<file path="config.mk">
export PLATFORM = sky130hd
export DESIGN_NAME = mult_8x8_seq_flat
export DESIGN_NICKNAME = d
export VERILOG_FILES = /design/src/rtl/mult_8x8_seq_if.sv /design/src/rtl/mult_8x8_seq.sv /design/src/flat_wrapper.sv
export SDC_FILE = /design/constraint.sdc
export NUM_CORES = 1
export LEC_CHECK = 0
export BUFFER_PORTS_ARGS = -buffer_cell sky130_fd_sc_hd__buf_2
export CAP_MARGIN = 20
export CORE_ASPECT_RATIO = 1.2
export CORE_MARGIN = 1
export CORE_UTILIZATION = 41
export DETAILED_ROUTE_END_ITERATION = 10
export SKIP_LAST_GASP = 1
export SLEW_MARGIN = 20
export SYNTH_ARGS = -nofsm -noshare
export SYNTH_HDL_FRONTEND = slang
export SYNTH_SLANG_ARGS = --single-unit
</file>
<file path="constraint.sdc">
create_clock -name clk -period 6.35 [get_ports clk]
set_input_delay 0.635 -clock clk [delete_from_list [all_inputs] [get_ports clk]]
set_output_delay 0.635 -clock clk [all_outputs]
set_load 0.01 [all_outputs]
</file>
<file path="src/rtl/mult_8x8_seq_if.sv">
// Handshake and data bundle for the sequential 8x8 multiplier.
interface mult_8x8_seq_if;
   logic        start;
   logic [7:0]  a;
   logic [7:0]  b;
   logic        busy;
   logic        done;
   logic [15:0] product;

   modport master (
      output start, a, b,
      input  busy, done, product
   );

   modport slave (
      input  start, a, b,
      output busy, done, product
   );
endinterface

</file>
<file path="src/rtl/mult_8x8_seq.sv">
// Sequential 8x8 unsigned shift-and-add multiplier sharing one
// 8-bit ripple-carry adder across eight iterations.
module mult_8x8_seq (
   input  logic           clk,
   input  logic           rst_n,
   mult_8x8_seq_if.slave  bus
);

   typedef enum logic [1:0] {
      S_IDLE = 2'd0,
      S_RUN  = 2'd1,
      S_DONE = 2'd2
   } state_t;

   state_t      r_state;
   state_t      w_next;
   logic        w_load;
   logic [7:0]  r_acc;
   logic [7:0]  r_q;
   logic [7:0]  r_m;
   logic [2:0]  r_cnt;
   logic [15:0] r_prod;
   logic [7:0]  w_y;
   logic [7:0]  w_s;
   logic        w_co;

   always_comb begin : adder
      logic v_c;
      w_y  = r_q[0] ? r_m : 8'h00;
      w_s  = 8'h00;
      v_c  = 1'b0;
      for (int i = 0; i < 8; i++) begin
         w_s[i] = r_acc[i] ^ w_y[i] ^ v_c;
         v_c    = (r_acc[i] & w_y[i]) |
                  (v_c & (r_acc[i] ^ w_y[i]));
      end
      w_co = v_c;
   end

   // The DONE exit edge also serves as an IDLE edge,
   // giving a 9-cycle minimum issue interval.
   always_comb begin
      w_next = r_state;
      w_load = 1'b0;
      unique case (r_state)
         S_IDLE: begin
            if (bus.start) begin
               w_next = S_RUN;
               w_load = 1'b1;
            end
         end
         S_RUN: begin
            if (r_cnt == 3'd7)
               w_next = S_DONE;
         end
         S_DONE: begin
            if (bus.start) begin
               w_next = S_RUN;
               w_load = 1'b1;
            end else begin
               w_next = S_IDLE;
            end
         end
         default: w_next = S_IDLE;
      endcase
   end

   always_ff @(posedge clk or negedge rst_n) begin
      if (!rst_n) begin
         r_state <= S_IDLE;
         r_acc   <= 8'h00;
         r_q     <= 8'h00;
         r_m     <= 8'h00;
         r_cnt   <= 3'd0;
         r_prod  <= 16'h0000;
      end else begin
         r_state <= w_next;
         if (w_load) begin
            r_m   <= bus.a;
            r_q   <= bus.b;
            r_acc <= 8'h00;
            r_cnt <= 3'd0;
         end else if (r_state == S_RUN) begin
            r_acc <= {w_co, w_s[7:1]};
            r_q   <= {w_s[0], r_q[7:1]};
            r_cnt <= r_cnt + 3'd1;
            if (r_cnt == 3'd7)
               r_prod <= {w_co, w_s, r_q[7:1]};
         end
      end
   end

   assign bus.busy    = (r_state == S_RUN);
   assign bus.done    = (r_state == S_DONE);
   assign bus.product = r_prod;

endmodule

</file>
<file path="src/flat_wrapper.sv">
// flat-port wrapper written by rule: the top's interface ports become plain ports
module mult_8x8_seq_flat 
  (clk, rst_n, bus_start, bus_a, bus_b, bus_busy, bus_done, bus_product);
  mult_8x8_seq_if bus_i ();
  input  logic clk;
  input  logic rst_n;
  input wire logic [$bits(bus_i.start)-1:0] bus_start;
  input wire logic [$bits(bus_i.a)-1:0] bus_a;
  input wire logic [$bits(bus_i.b)-1:0] bus_b;
  output wire logic [$bits(bus_i.busy)-1:0] bus_busy;
  output wire logic [$bits(bus_i.done)-1:0] bus_done;
  output wire logic [$bits(bus_i.product)-1:0] bus_product;
  assign bus_i.start = bus_start;
  assign bus_i.a = bus_a;
  assign bus_i.b = bus_b;
  assign bus_busy = bus_i.busy;
  assign bus_done = bus_i.done;
  assign bus_product = bus_i.product;
  mult_8x8_seq u_core (.clk(clk), .rst_n(rst_n), .bus(bus_i));
endmodule
</file>
==> impl_results.md, run 1 <==
- # clock sinks: 45
- Critical Path End Type: flop
- Psw: 0.000483 W
- Critical path startpoint category: flop
- Met2 GRT Util: 28.3%
- Synth area leader: dfrtp_1
- Internal power: 0.000817 W
- Final antenna-violating net count: 0
- Seq pwr share: 42.4%
- Cts hold-fix bufs: 0
- Vias: 1436
- Yosys top cell area share: 51.6%
- Max clock buf depth: 2
- Die area: 0.00562 mm2
- # nets final: 239
- Layout cells sized above 1: 31.9%
- Most common cell on crit path: fa_1
- GRT busiest layer: met2
- Worst vdd ir: 0.199 mV
- CP max-delay cell: fa_1
- Levels on crit path: 14
- Max Fanout on Critical Path: 9
- Post-Route WL: 4270 um
- Final period util: 62.7%
- Netlist Area Pre-Place: 0.00218 mm2
- Setup TNS: 0 ns
- Starting Density: 43.5%
- P_leak: 1.14 nW
- Antenna diodes: 0
- Global Route Usage Sum: 17.0%
- Post-Syn Instances: 176
- Power share of the combinational group: 43.9%
- Final core utilization: 49.2%
- Count of maximum capacitance violations: 0
- CTS Root Cell: clkbuf_8
- Area contributors post-synth: dfrtp_1 (52%), mux2_2 (7.7%), fa_1 (6.4%), a22o_1 (4.0%), mux2i_1 (3.7%)
- DRC: 0
- # setup viols final: 0
- Power per cell area: 528 mW/mm2
- Global route overflow: 0
- M1 GR Usage: 21.3%
- Status: finished, final reports clean
- Area growth syn-to-layout: 13.0%
- PortBufs: 36
- Floorplan die width: 68.6 um
- Avg Cell Area, Syn: 12.4 um2
- Seq cells post-synth: 45
- Clk pwr share: 13.7%
- WP buf/inv: 3
- Worst Skew: 0.00689 ns
- RSZ-0062 raised after global routing: false
- Initial antenna violation count: 0
- Final min period: 3.98 ns
- Normalized max-slew margin: 34.2%
- Critical Path RT: 6.54 ns
- Largest net degree at the start of global routing: 46
- Iter 0 DRT Violations: 41
- CTS Buf Count: 5
- Arrival @ worst endpoint: 4.18 ns
- Worst Reg-to-Reg Cells: 14
- CTS tree: yes
- Most common cell after layout, fill and taps aside: dfrtp_1
- GP Congestion: 0.760
- Most frequent cells in the layout: dfrtp_1 (45), buf_2 (36), nand2_1 (17), mux2_2 (15)
- H-tree depth: 2
- Post-CTS setup buffers: 0
- Number of library cell types mapped by synthesis: 27
- Resize count post-CTS: 0
- Global-route wire length before repair: 6820 um
- # IOs: 37
- Class of the worst hold path: in -> async
- Post-synth net total: 205
- Final hold viol count: 0
- Clock-pin transition on the worst setup and hold timing paths: 0.08 ns
- Final slew viol count: 0
- Critical-path cell list: and2_1, ha_1, inv_1, fa_1, fa_1, fa_1, inv_1, fa_1, inv_1, fa_1, fa_1, fa_1, o21ai_0, a22o_1
- Core area: 0.00501 mm2
- Clk Latency, worst-skew pair: 0.30 ns
- M3 GR Usage: 4.58%
- F_max: 251 MHz
- CP top delay family: adder cells
- Crit path kind: reg -> reg
- Sequential area share after synthesis: 51.6%
- Ys Warns: 0
- Die Y: 81.9 um
- Wire per inst: 15.8 um
- Post-DR vias/cell: 5.32
- FP Rows: 28
- DP HPWL: 2930 um
- Switching share of power: 37.2%
- 1st-pass router iterations: 4
- Worst Tran Pin Value: 0.987 ns
- Vias in the first global route: 1403
- Slowest stage delay, CP: 0.52 ns
## state kept, by name (all words and copies together) (netlist names)
register            cells
u_core.bus.product     16
u_core.r_acc            8
u_core.r_m              8
u_core.r_q              8
u_core.r_cnt            3
u_core.r_state          2
## power groups by stage
stage	combinational, W	clock, W	sequential, W
floorplan	0.000429	0	0.000525
global placement	0.000547	0	0.000547
detailed placement	0.000576	0	0.000558
CTS	0.000584	0.000183	0.000553
global route	0.000649	0.000195	0.000573
finish	0.000571	0.000178	0.000552
## per-stage QoR
| stage | worst slack (ns) | total power [W] | cell area [um2] | instances | hold WS [ns] |
|---|---|---|---|---|---|
| 6_report | 2.37 | 0.00130 | 2460 | 270 | 0.489 |
| 5_1_grt | 2.17 | 0.00142 | 2460 | 270 | 0.522 |
| 4_1_cts | 2.36 | 0.00132 | 2460 | 270 | 0.492 |
| 3_5_place_dp | 2.39 | 0.00113 | 2380 | 263 | 0.474 |
| 3_3_place_gp | 2.48 | 0.00109 | 2380 | 263 | 0.464 |
| 2_1_floorplan | 2.50 | 0.000954 | 2180 | 176 | 0.339 |
## layer usage
| layer | routed length [um] | share of wire [%] |
|---|---|---|
| met1 | 1890 | 44 |
| met2 | 2140 | 50 |
| met3 | 188 | 4.4 |
| met4 | 51 | 1.2 |
| met5 | 0 | 0 |
## area by class of cell
cell class,count,area (um2)
fill,456,2550
sequential,45,1130
multi-input combinational,110,947
timing repair buffer,37,188
clock buffer,7,86.3
tap,60,75.1
inverter,11,41.3
## logic make-up (layout without fill, tap and decap cells)
group	after synthesis	count (layout)	synth area share (%)
adders and majority gates	10	10	8.15
xor gates and xnor gates	1	1	0.402
buffers and inverters	21	55	4.93
AOI/OAI and AO/OA	39	39	12.0
muxes	28	28	14.9
and+or+nand+nor	32	32	7.97
DFF	45	45	51.6
## cell usage after synthesis
library cell	count
clkbuf_1	3
nor2b_2	1
o21ai_0	11
nor2_1	1
buf_2	2
fa_1	7
buf_4	3
mux2_4	5
o2bb2ai_1	2
nand2_1	17
xnor2_1	1
nand3b_4	1
nor2b_1	8
a22o_1	10
a21o_1	1
o21bai_1	1
buf_6	2
dfrtp_1	45
nor2_2	1
a21oi_1	7
a211oi_1	7
mux2_2	15
nand2b_2	1
and2_1	2
mux2i_1	8
inv_1	11
ha_1	3
## worst paths after layout
kind                                       start                     to  slack (ns)
setup reg to reg                   u_core.r_q[0]        u_core.r_acc[6]        2.37
hold / removal                             rst_n  u_core.bus.product[2]        0.49
max in group asynchronous                  rst_n        u_core.r_acc[0]        5.24
setup / recovery                   u_core.r_q[0]        u_core.r_acc[6]        2.37
min in group clk           u_core.bus.product[8]  u_core.bus.product[8]        0.49
hold reg to reg            u_core.bus.product[8]  u_core.bus.product[8]        0.49
Power figures use the tool's default switching activity.
==> inputs of run 2 (changes only) <==
clock period = 3.8 ns   (was 6.35 ns; I/O delays follow)
==> run 2 against run 1 <==
Net effect: critical path depth did not move; clock skew barely moved; final area rose by 1.3%; worst setup slack got worse by 2.2 ns; clock-buffer cell count fell by 2; register-to-register slack got worse by 2.2 ns; sequential cell count did not move; final cell count rose by 0.37%; die area did not move; critical endpoint unchanged; highest routed layer unchanged.
==> impl_results.md, run 2 (same netlist as run 1, synthesis figures left out) <==
- Vias in the first global route: 1430 (+1.9%)
- Power share of the combinational group: 43.7% (-0.2 points)
- Worst Tran Pin Value: 1.01 ns (+0.0184 ns)
- F_max: 278 MHz (+11%)
- Status: finished, final reports clean
- Largest net degree at the start of global routing: 46 (unchanged)
- Final period util: 94.6% (+32 points)
- H-tree depth: 2 (unchanged)
- Max reg flops: 16 (unchanged)
- Critical Path End Type: flop
- CTS tree: yes
- Cts hold-fix bufs: 0 (unchanged)
- WHS: 0.243 ns (-0.246 ns)
- Global route overflow: 0 (unchanged)
- Iter 0 DRT Violations: 97 (+140%)
- Final antenna-violating net count: 0 (unchanged)
- P_leak: 1.16 nW (+1.3%)
- Pre-CTS setup slack: 0.0626 ns (-2.33 ns)
- Max Fanout on Critical Path: 2 (-7)
- FP Rows: 28 (unchanged)
- Critical path startpoint category: flop
- Most common cell after layout, fill and taps aside: dfrtp_1
- Seq pwr share: 40.7% (-1.7 points)
- Clock-pin transition on the worst setup and hold timing paths: 0.08 ns (about the same)
- Post-Route WL: 4120 um (-3.6%)
- Core area: 0.00501 mm2 (unchanged)
- 1st-pass router iterations: 4 (unchanged)
- Worst vdd ir: 0.402 mV (+100%)
- Floorplan die width: 68.6 um (unchanged)
- Post-DR vias/cell: 5.36 (+0.81%)
- CTS Root Cell: clkbuf_8
- Clk Latency, worst-skew pair: 0.29 ns (about the same)
- Arrival @ worst endpoint: 3.78 ns (-0.40 ns)
- Crit path kind: reg -> reg
- Final hold viol count: 0 (unchanged)
- # clock sinks: 45 (unchanged)
- Setup slack, reg-to-reg: 0.21 ns (-2.16 ns)
- Count of maximum capacitance violations: 0 (unchanged)
- Clk pwr share: 15.6% (+1.9 points)
- Switching share of power: 36.1% (-1.1 points)
- Die Y: 81.9 um (unchanged)
- Setup TNS: 0 ns (unchanged)
- Global Route Usage Sum: 17.1% (+0.16 points)
- Worst Skew: 0.00662 ns (-0.000271 ns)
- # setup viols final: 0 (unchanged)
- Antenna diodes: 0 (unchanged)
- RSZ-0062 raised after global routing: false
- Max clock buf depth: 2 (unchanged)
- First element of the critical path: u_core.r_q[0]
- Normalized max-slew margin: 33.0% (-1.2 points)
- Class of the worst hold path: in -> async
- Internal power: 0.00143 W (+74%)
- Psw: 0.000804 W (+66%)
- Critical Path RT: 3.99 ns (-2.55 ns)
- Starting Density: 43.5% (unchanged)
- Global-route wire length before repair: 6940 um (+1.8%)
- GP Congestion: 0.752 (-1.0%)
- Reg2reg start: u_core.r_q[0]
- Final worst slack: 0.206 ns (-2.16 ns)
- Total Power: 0.00223 W (+71%)
- Die area: 0.00562 mm2 (unchanged)
- Final slew viol count: 0 (unchanged)
- Most frequent cells in the layout: dfrtp_1 (45), buf_2 (36), nand2_1 (17), mux2_2 (15)
- Vias: 1453 (+1.2%)
- CTS Buf Count: 5 (unchanged)
- Area growth syn-to-layout: 14.5%
- Power per cell area: 893 mW/mm2 (+69%)
- Final min period: 3.59 ns (-0.390 ns)
- Layout cells sized above 1: 34.1% (+2.2 points)
- # nets final: 240 (+0.42%)
- DRC: 0 (unchanged)
- # IOs: 37 (unchanged)
- DP HPWL: 2870 um (-2.1%)
- Initial antenna violation count: 0 (unchanged)
- PortBufs: 36 (unchanged)
- Wire per inst: 15.2 um (-4.0%)
## run 2: worst max-delay path, cell delays in order (launching register included)
cell and delay (ns):
dfrtp_1 0.34, and2_1 0.13, ha_1 0.13, inv_1 0.05
fa_2 0.33, fa_1 0.38, fa_1 0.37, inv_1 0.07
fa_1 0.15, inv_1 0.05, fa_2 0.34, fa_2 0.34
fa_1 0.49, o21ai_0 0.09, a22o_1 0.23
## run 2: final timing paths
path	to	cells past startpoint
min in group clk	u_core.r_m[7]	2
max	u_core.r_acc[6]	14
max in group asynchronous	u_core.bus.product[11]	1
max reg2reg	u_core.r_acc[6]	14
min reg2reg	u_core.bus.product[12]	2
min	u_core.bus.product[0]	1
## run 2: per-layer routing
metal	global-route usage, %	vias up	share of wire, %
li1	-	678	-
met1	21.9	732	44
met2	28.1	36	50
met3	4.17	7	4.6
met4	5.63	0	1.3
met5	0	-	0
## run 2: cell type report
cell class	instances	area, um2
inverter	11	41.3
fill	463	2510
timing repair buffer	38	195
sequential	45	1130
tap	60	75.1
clock inverter	2	35.0
multi-input combinational	110	955
clock buffer	5	68.8
## run 2: what timing repair did
action	in CTS	in global routing
setup endpoints to repair	0	1
resized for setup	0	3
buffers inserted	0	0
## run 2: per-stage QoR
step	cells	util (%)	instance area [um2]
global route	271	49.8	2500
CTS	271	49.7	2490
detailed placement	264	47.6	2380
global placement	264	47.6	2380
finish	271	49.8	2500
floorplan	176	-	2180
## run 2: power by group through the flow
stage | clock network, W | registers, W | logic [W]
final | 0.000348 | 0.000906 | 0.000974
after global placement | 0 | 0.000901 | 0.000944
after detailed placement | 0 | 0.000916 | 0.000977
after floorplan | 0 | 0.000878 | 0.000718
after global routing | 0.000378 | 0.000945 | 0.00112
after CTS | 0.000360 | 0.000909 | 0.000987
==> inputs of run 3 (changes only) <==
CORE_ASPECT_RATIO = 2   (was 1.2)
==> run 3 against run 2 <==
Net effect: first-iteration DRC count decreased by 87%; register-to-register slack lost 0.06 ns; sequential power is 2.8% lower; clock skew grew 0.0032 ns; final area up 1.4%; non-clock buffer count grew 1; die area increased by 0.30%; hold slack worse by 0.18 ns; largest power group unchanged; highest routed layer unchanged.
==> impl_results.md, run 3 (same netlist as run 1, synthesis figures left out) <==
- Status: finished, final reports clean
- P_leak: 1.18 nW (+1.7%)
- Cts hold-fix bufs: 0 (unchanged)
- Starting Density: 42.4% (-1.1 points)
- Vias: 1381 (-5.0%)
- DRC: 0 (unchanged)
- CTS Root Cell: clkbuf_8
- GP Congestion: 0.689 (-8.4%)
- Pre-CTS setup slack: 0.0560 ns (-0.00656 ns)
- Design area: 0.00253 mm2 (+1.4%)
- Clk Latency, worst-skew pair: 0.30 ns (about the same)
- Final slew viol count: 0 (unchanged)
- Post-Route WL: 3980 um (-3.3%)
- DP Area: 0.00239 mm2 (+0.21%)
- Placed cells: 263 (-0.38%)
- Crit path kind: reg -> reg
- Post-DR vias/cell: 5.10 (-5.0%)
- H-tree depth: 2 (unchanged)
- Vias in the first global route: 1340 (-6.3%)
- Setup TNS: 0 ns (unchanged)
- Register area: 0.00113 mm2 (unchanged)
- Worst vdd ir: 0.446 mV (+11%)
- Layout fillers: 488 (+5.4%)
- Core area: 0.00514 mm2 (+2.6%)
- Final min period: 3.65 ns (+0.0561 ns)
- Area growth syn-to-layout: 16.1%
- Post-CTS setup buffers: 0 (unchanged)
- Count of maximum capacitance violations: 0 (unchanged)
- Global route overflow: 0 (unchanged)
- FP Rows: 37 (+32%)
- Final worst slack: 0.150 ns (-0.0561 ns)
- Final cell count without fillers: 271 (unchanged)
- Max Fanout on Critical Path: 2 (unchanged)
- # IOs: 37 (unchanged)
- Global Route Usage Sum: 16.3% (-0.84 points)
- Multi-input logic area: 952 um2 (-0.26%)
- Arrival @ worst endpoint: 3.85 ns (+0.07 ns)
- Power per cell area: 901 mW/mm2 (+0.94%)
- Layout cells sized above 1: 34.3% (+0.15 points)
- Normalized max-slew margin: 62.3% (+29 points)
- Largest net degree at the start of global routing: 46 (unchanged)
- Worst Skew: 0.00980 ns (+0.00318 ns)
- Wire per inst: 14.7 um (-3.3%)
- WHS: 0.0608 ns (-0.182 ns)
- # clock sinks: 45 (unchanged)
- Critical Path RT: 4.00 ns (about the same)
- CTS Buf Count: 5 (unchanged)
- Most common cell after layout, fill and taps aside: dfrtp_1
- PortBufs: 36 (unchanged)
- Max clock buf depth: 2 (unchanged)
- DP HPWL: 2830 um (-1.3%)
- Global-route wire length before repair: 6530 um (-6.0%)
- Final hold viol count: 0 (unchanged)
- Final period util: 96.0% (+1.5 points)
- 1st-pass router iterations: 4 (unchanged)
- Critical Path End Type: flop
- Iter 0 DRT Violations: 13 (-87%)
- Die Y: 105 um (+28%)
- # setup viols final: 0 (unchanged)
- Initial antenna violation count: 0 (unchanged)
- CTS tree: yes
- Most frequent cells in the layout: dfrtp_1 (45), buf_2 (35), nand2_1 (17), mux2_2 (15)
- Final antenna-violating net count: 0 (unchanged)
- RSZ-0062 raised after global routing: false
- Max reg flops: 16 (unchanged)
- Antenna diodes: 0 (unchanged)
- Floorplan die width: 53.6 um (-22%)
- # nets final: 241 (+0.42%)
- Class of the worst hold path: in -> async
- Worst Tran Pin Value: 0.565 ns (-0.441 ns)
- F_max: 274 MHz (-1.5%)
- Clock-pin transition on the worst setup and hold timing paths: 0.08 ns (about the same)
- Critical path startpoint category: flop
- Die area: 0.00563 mm2 (+0.30%)
-- run 3: cell count changes in the layout (fill, tap and decap cells not counted), sizes merged --
cell / change
bufinv: +1
buf: +1
-- run 3: final cells by class --
cell class	instances	area share (%)
clock inverter	3	2.57
inverter	11	1.63
sequential	45	44.5
tap	58	2.87
multi-input combinational	110	37.6
clock buffer	5	2.72
timing repair buffer	39	8.11
-- run 3: through the flow --
step	total power, W	util (%)
after floorplan	0.00160	-
after global placement	0.00186	46.5
after detailed placement	0.00189	46.5
after CTS	0.00232	49.1
after global routing	0.00249	49.3
final	0.00228	49.3
-- run 3: what timing repair did --
| item | CTS | global route |
|---|---|---|
| setup endpoints to repair | 0 | 1 |
| endpoints found under the hold margin | 0 | 0 |
| gates resized for setup | 0 | 2 |
-- run 3: metal layers --
metal / share of wire [%] / up-vias / track usage, %
li1: - / 674 / -
met1: 44 / 669 / 20.5
met2: 50 / 32 / 25.8
met3: 3.1 / 6 / 3.49
met4: 2.1 / 0 / 7.33
met5: 0 / - / 0
-- run 3: where the power goes --
part	internal, W	switching (W)
combinational	0.000516	0.000462
sequential	0.000717	0.000164
clock	0.000261	0.000162
-- run 3: worst max-delay path: stages, from the launching register on --
cell	delay [ns]
dfrtp_1	0.34
and2_1	0.12
ha_1	0.13
inv_1	0.05
fa_1	0.38
fa_2	0.35
fa_1	0.36
inv_1	0.07
fa_1	0.15
inv_1	0.05
fa_1	0.39
fa_2	0.35
fa_1	0.50
o21ai_0	0.09
a22o_1	0.24
-- run 3: path summary, 6_finish.rpt --
kind                       slack, ns                    from                endpoint  cells past startpoint
setup / recovery                0.15           u_core.r_m[0]         u_core.r_acc[6]                     14
hold / removal                  0.06                   rst_n   u_core.bus.product[1]                      1
setup reg to reg                0.15           u_core.r_m[0]         u_core.r_acc[6]                     14
hold reg to reg                 0.48  u_core.bus.product[10]  u_core.bus.product[10]                      2
max in group asynchronous       3.34                   rst_n           u_core.r_m[5]                      1
min in group clk                0.31                bus_a[7]           u_core.r_m[7]                      2
